===== src/rtl/alu_ctrl_pkg.sv =====
// Shared definitions for the ALU front-end arbiter: opcode encodings,
// controller state enum and two small opcode classification helpers.
package alu_ctrl_pkg;

    localparam logic [3:0] OP_ADD = 4'b0000;
    localparam logic [3:0] OP_SUB = 4'b0001;
    localparam logic [3:0] OP_MUL = 4'b0010;
    localparam logic [3:0] OP_DIV = 4'b0011;
    localparam logic [3:0] OP_MOD = 4'b0100;
    localparam logic [3:0] OP_AND = 4'b0101;
    localparam logic [3:0] OP_OR  = 4'b0110;
    localparam logic [3:0] OP_XOR = 4'b0111;
    localparam logic [3:0] OP_NOT = 4'b1000;
    localparam logic [3:0] OP_SHL = 4'b1001;
    localparam logic [3:0] OP_SHR = 4'b1010;
    localparam logic [3:0] OP_INC = 4'b1011;
    localparam logic [3:0] OP_DEC = 4'b1100;

    typedef enum logic [1:0] {
        IDLE  = 2'd0,
        ISSUE = 2'd1,
        WAIT  = 2'd2,
        RESP  = 2'd3
    } state_t;

    // A divide or modulo by zero is rejected before it reaches the ALU.
    function automatic logic is_div_zero(input logic [3:0] op, input logic [7:0] b);
        return ((op == OP_DIV) || (op == OP_MOD)) && (b == 8'd0);
    endfunction

    // Only add and subtract produce a meaningful carry/borrow flag.
    function automatic logic keeps_carry(input logic [3:0] op);
        return (op == OP_ADD) || (op == OP_SUB);
    endfunction

endpackage


===== src/rtl/rr_pick2.sv =====
// Two-way round-robin picker: on contention it grants the requester that
// did not win last time; with a single requester it grants that one.
module rr_pick2 (
    input  logic [1:0] valid,
    input  logic       last,
    output logic       grant,
    output logic       any_valid
);

    // Choose the grant index from the current valid pattern and last winner.
    always_comb begin
        grant = 1'b0;
        if (valid == 2'b11) begin
            grant = ~last;
        end else if (valid[1]) begin
            grant = 1'b1;
        end
    end

    assign any_valid = |valid;

endmodule


===== src/rtl/alu_arbiter.sv =====
// Arbitrates two requesters onto one registered-output ALU. A job is
// accepted in IDLE, its operands are held on alu_* while the ALU computes,
// and the result is presented on rsp_* until the consumer takes it.
//
// Handshake: a requester's job transfers on a rising edge where
// reqN_valid && reqN_ready; the response transfers on a rising edge where
// rsp_valid && rsp_ready. Ready is only ever offered in IDLE and never
// depends on the same requester deasserting valid afterwards.
module alu_arbiter
    import alu_ctrl_pkg::*;
(
    input  logic        clk,
    input  logic        rst_n,
    input  logic        req0_valid,
    input  logic        req1_valid,
    output logic        req0_ready,
    output logic        req1_ready,
    input  logic [3:0]  req0_opcode,
    input  logic [3:0]  req1_opcode,
    input  logic [7:0]  req0_a,
    input  logic [7:0]  req0_b,
    input  logic [7:0]  req1_a,
    input  logic [7:0]  req1_b,
    output logic [7:0]  alu_a,
    output logic [7:0]  alu_b,
    output logic [3:0]  alu_opcode,
    input  logic [7:0]  alu_op,
    input  logic        alu_carry,
    input  logic        alu_zero,
    output logic        rsp_valid,
    input  logic        rsp_ready,
    output logic        rsp_id,
    output logic [7:0]  rsp_data,
    output logic        rsp_carry,
    output logic        rsp_zero,
    output logic        rsp_err,
    output logic [15:0] txn_count
);

    state_t     state;
    state_t     state_nxt;
    logic       last_grant;
    logic       grant_idx;
    logic       any_valid;
    logic       accept;
    logic       sel_err;
    logic [3:0] sel_opcode;
    logic [7:0] sel_a;
    logic [7:0] sel_b;

    rr_pick2 u_pick (
        .valid     ({req1_valid, req0_valid}),
        .last      (last_grant),
        .grant     (grant_idx),
        .any_valid (any_valid)
    );

    assign sel_opcode = grant_idx ? req1_opcode : req0_opcode;
    assign sel_a      = grant_idx ? req1_a      : req0_a;
    assign sel_b      = grant_idx ? req1_b      : req0_b;
    assign sel_err    = is_div_zero(sel_opcode, sel_b);
    assign accept     = (state == IDLE) && any_valid;
    assign rsp_valid  = (state == RESP);

    // Next-state and ready decode; ready goes only to the granted requester.
    always_comb begin
        state_nxt  = state;
        req0_ready = 1'b0;
        req1_ready = 1'b0;
        case (state)
            IDLE: begin
                if (any_valid) begin
                    req0_ready = ~grant_idx;
                    req1_ready = grant_idx;
                    state_nxt  = sel_err ? RESP : ISSUE;
                end
            end
            ISSUE:   state_nxt = WAIT;
            WAIT:    state_nxt = RESP;
            RESP:    if (rsp_ready) state_nxt = IDLE;
            default: state_nxt = IDLE;
        endcase
    end

    // State register; reset drops any in-flight job.
    always_ff @(posedge clk) begin
        if (!rst_n) begin
            state <= IDLE;
        end else begin
            state <= state_nxt;
        end
    end

    // Operand, grant and response registers.
    always_ff @(posedge clk) begin
        if (!rst_n) begin
            last_grant <= 1'b1;
            alu_a      <= 8'd0;
            alu_b      <= 8'd0;
            alu_opcode <= OP_ADD;
            rsp_id     <= 1'b0;
            rsp_data   <= 8'd0;
            rsp_carry  <= 1'b0;
            rsp_zero   <= 1'b0;
            rsp_err    <= 1'b0;
        end else begin
            if (accept) begin
                last_grant <= grant_idx;
                rsp_id     <= grant_idx;
                if (sel_err) begin
                    // Rejected job: the ALU keeps its previous operands.
                    rsp_data  <= 8'd0;
                    rsp_carry <= 1'b0;
                    rsp_zero  <= 1'b0;
                    rsp_err   <= 1'b1;
                end else begin
                    alu_a      <= sel_a;
                    alu_b      <= sel_b;
                    alu_opcode <= sel_opcode;
                end
            end
            if (state == WAIT) begin
                rsp_data  <= alu_op;
                rsp_zero  <= alu_zero;
                rsp_carry <= keeps_carry(alu_opcode) ? alu_carry : 1'b0;
                rsp_err   <= 1'b0;
            end
        end
    end

    // Completed-response counter, wrapping naturally at 16 bits.
    always_ff @(posedge clk) begin
        if (!rst_n) begin
            txn_count <= 16'd0;
        end else if ((state == RESP) && rsp_ready) begin
            txn_count <= txn_count + 16'd1;
        end
    end

endmodule


===== config.mk =====
export PLATFORM = sky130hd
export DESIGN_NAME = alu_arbiter
export DESIGN_NICKNAME = d
export VERILOG_FILES = /design/src/rtl/alu_ctrl_pkg.sv /design/src/rtl/rr_pick2.sv /design/src/rtl/alu_arbiter.sv
export SDC_FILE = /design/constraint.sdc
export NUM_CORES = 1
export LEC_CHECK = 0
export BUFFER_PORTS_ARGS = -buffer_cell sky130_fd_sc_hd__buf_2
export CAP_MARGIN = 20
export CORE_MARGIN = 1
export CORE_UTILIZATION = 40
export CTS_BUF_LIST = sky130_fd_sc_hd__clkbuf_4 sky130_fd_sc_hd__clkbuf_8
export DETAILED_ROUTE_END_ITERATION = 7
export PLACE_DENSITY_LB_ADDON = 0.2
export SLEW_MARGIN = 0
export SYNTH_ARGS = -nofsm -noshare
export SYNTH_HDL_FRONTEND = slang
export SYNTH_HIERARCHICAL = 1
export SYNTH_SLANG_ARGS = --single-unit

===== constraint.sdc =====
create_clock -name clk -period 1.98 [get_ports clk]
set_input_delay 0.297 -clock clk [delete_from_list [all_inputs] [get_ports clk]]
set_output_delay 0.297 -clock clk [all_outputs]
set_load 0.05 [all_outputs]

==> results.toml <==
[placed_design]
io_buffers = 105
post-place-ws_ns = -0.0532
place_area_um2 = 3220
place.gp.congestion = 0.744
hpwlAfterDp_um = 4420

[clock_tree]
cts_max_path_buffers = 2
cts.sinks = 51
htreeDepth = 2
cts_tree = "done"
cts_root_buf = "clkbuf_8"
post-cts-setup-buffers = 0
numCtsBuffers = 5
clk_pin_slew_ns = 0.09
clk_latency_ns = 0.31

[setup_path]
arrival_ns = 2.09
end_kind = "register"
cp_max_fo = 11
worst-setup-path-type = "reg -> reg"
setup.worst_path.start_class = "register"
worst_ep_required_time_ns = 2.18

[timing]
slew_violations = 0
max_freq_ghz = 0.530
worst_pin_slew_ns = 0.508
hold_viol_final = 0
setup_viol = 0
relSlewSlack = 0.659
fin_ws_ns = 0.0937
layout_min_cycle_time_ns = 1.89
skew_ns = 0.00987
rsz0062_at_grt = "true"
fin_crit_sh = 0.953

[final_layout]
num-nets-final = 443
area_growth_pct = 29.1
fin_area_um2 = 3320
antenna_cells = 0
drive_gt1_frac = 0.410

[drt]
via_per_inst = 5.10
totalWireLength_um = 6000
ant_nets = 0
wl_per_cell_um = 13.1
vias = 2338
dr.pass1.iters = 4
remaining_drc_errors = 0
drtIter0Drc = 63

[grt]
grt_antenna_before_repair = 0
grt.busiest_layer = "met2"
grt_max_degree = 30
globalRouteTotalUtil = 0.186
grt_remaining_overflow = 0
grt_pass1_vias = 2159
use_met3 = 0.0462
use_met1 = 0.233
gr-usage-met2 = 0.313
grt_first_pass_wirelength_um = 9730

[synth]
synthCells = 273
synth_nets = 333
synth_area_um2 = 2570
synth_top_family_by_area = "compound AO/OA/AOI/OAI gates"
yosys.area.top_type_share = 0.398
synth-simple-area-share = 0.177
synth-seq-cells = 51
synth-xor-area-share = 0.0409
seq_area_frac_synth = 0.398
yosys-top-cells-area = "dfxtp_1, a221oi_2, a211oi_1, nor2b_1, inv_1"
avgSynthCellArea_um2 = 9.40
synth_compound_gate_area_share = 0.266
synthAdderAreaFrac = 0.0244
ys_warn_count = 6
synth_top_area_cell = "dfxtp_1"
synth.distinct_cells = 41
synth.area.mux_share = 0.00390

[run_status]
outcome = "finished, final reports clean"

[pwr]
max-vdd-ir-drop_v = 0.000482
leakage_nw = 1.46
cellPowerDensity_nw_per_um2 = 937
power_mw = 3.11

[floorplan]
die_y_um = 82.1
start_util = 0.424
die-area_um2 = 6740
die_w_um = 82.1
boundaryPins = 106
core_area_um2 = 6060
row_count = 28

[job]
maxCapViolCount = 0

[hold_path]
hold_path.class = "in -> reg"
[worst max-delay path, cell delays in order, from the launching register on]
cell and delay (ns):
dfxtp_1 0.34, a21boi_4 0.25, buf_4 0.18, nor2b_1 0.05, o21ai_0 0.07, and3_4 0.22
buf_4 0.12, nand3_2 0.23, a32o_1 0.33
[synthesized netlist by cell type]
cell,number
or2_1,1
ha_1,5
or3b_1,1
a21o_2,1
a31o_2,1
nand3_2,1
buf_1,3
a21oi_4,1
a22oi_1,1
xor2_1,5
mux2i_1,1
nor2_1,20
nor4_1,4
nand4_1,4
clkbuf_1,8
buf_2,2
a221oi_2,20
a21oi_1,6
and3_1,3
nand2b_1,1
buf_6,6
nand2_1,11
a32o_1,9
o21ai_0,5
a21boi_0,1
xnor2_1,7
nand2_2,1
a21boi_1,1
a31oi_1,1
and3_4,1
a211oi_1,21
nand3_1,5
nor2b_1,20
nor3_1,5
a211o_1,1
and2_1,3
dfxtp_1,51
and4_1,1
o211ai_1,1
or3_1,3
inv_1,30
[area by class of cell]
class                   count  area (um^2)
clock buffers               5         68.8
clock inverters             2         13.8
fillers                   601         2750
flip-flops and latches     51         1020
inverters                  30          113
repair buffers            122          671
multi-input cells         173         1340
well taps                  75         93.8
[per-stage QoR]
stage                     cells  TNS (ns)  hold slack [ns]  utilization
final                       458         0            0.195        0.547
after CTS                   458         0            0.186        0.545
after floorplan             273         0            0.419            -
after global placement      451    -0.312            0.448        0.532
after detailed placement    451    -0.683            0.448        0.532
after global routing        458    -0.353            0.185        0.547
[worst paths after layout]
kind | start | endpoint | slack [ns] | depth (start not counted)
setup reg to reg | last_grant | rsp_data[1] | 0.09 | 8
hold reg to reg | alu_a[7] | alu_a[7] | 0.46 | 2
setup / recovery | last_grant | rsp_data[1] | 0.09 | 8
hold / removal | alu_op[5] | rsp_data[5] | 0.20 | 2
[flip-flops by register name (all words and copies together), names as in the netlist]
name        cells
rsp_zero        1
rsp_err         1
rsp_id          1
alu_opcode      4
alu_a           8
last_grant      1
rsp_data        8
txn_count      16
alu_b           8
rsp_carry       1
state           2
[kinds of logic (layout without fill, tap and decap cells)]
| group | after synthesis | in the layout |
|---|---|---|
| compound gates | 70 | 70 |
| buf+inv | 49 | 159 |
| simple gates | 85 | 85 |
| xor+xnor | 12 | 12 |
| mux | 1 | 1 |
| flops | 51 | 51 |
| fa+ha+maj | 5 | 5 |
[where the power goes]
| part | total (mW) | switching (mW) | leakage [nW] | internal (mW) |
|---|---|---|---|---|
| clock network | 0.590 | 0.348 | 0.0440 | 0.243 |
| logic | 1.29 | 0.875 | 0.994 | 0.414 |
| registers | 1.23 | 0.0709 | 0.417 | 1.16 |
[layout by cell type, fill, tap and decap left out, types with 2 or more instances in the layout]
master,instances
buf_2,103
dfxtp_1,51
inv_1,29
a211oi_1,21
nor2_1,20
nor2b_1,20
a221oi_2,20
buf_4,16
nand2_1,11
a32o_1,9
xnor2_1,7
a21oi_1,6
o21ai_0,5
nor3_1,5
nand3_1,5
xor2_1,5
clkbuf_8,5
nor4_1,4
nand4_1,4
ha_1,4
and2_1,3
and3_1,3
or3_1,3
clkbuf_4,2
[what timing repair did]
item / in CTS / in global routing
hold buffers: 0 / 0
endpoints found under the setup margin: 0 / 32
gates resized for setup: 0 / 3
hold endpoints to repair: 0 / 0
[layer usage]
metal	part of all wire	vias to the layer above
met5	0	-
met4	0.012	0
met3	0.051	8
met2	0.45	61
met1	0.49	1074
li1	-	1195
No activity file was read; power rests on OpenSTA's default activity.
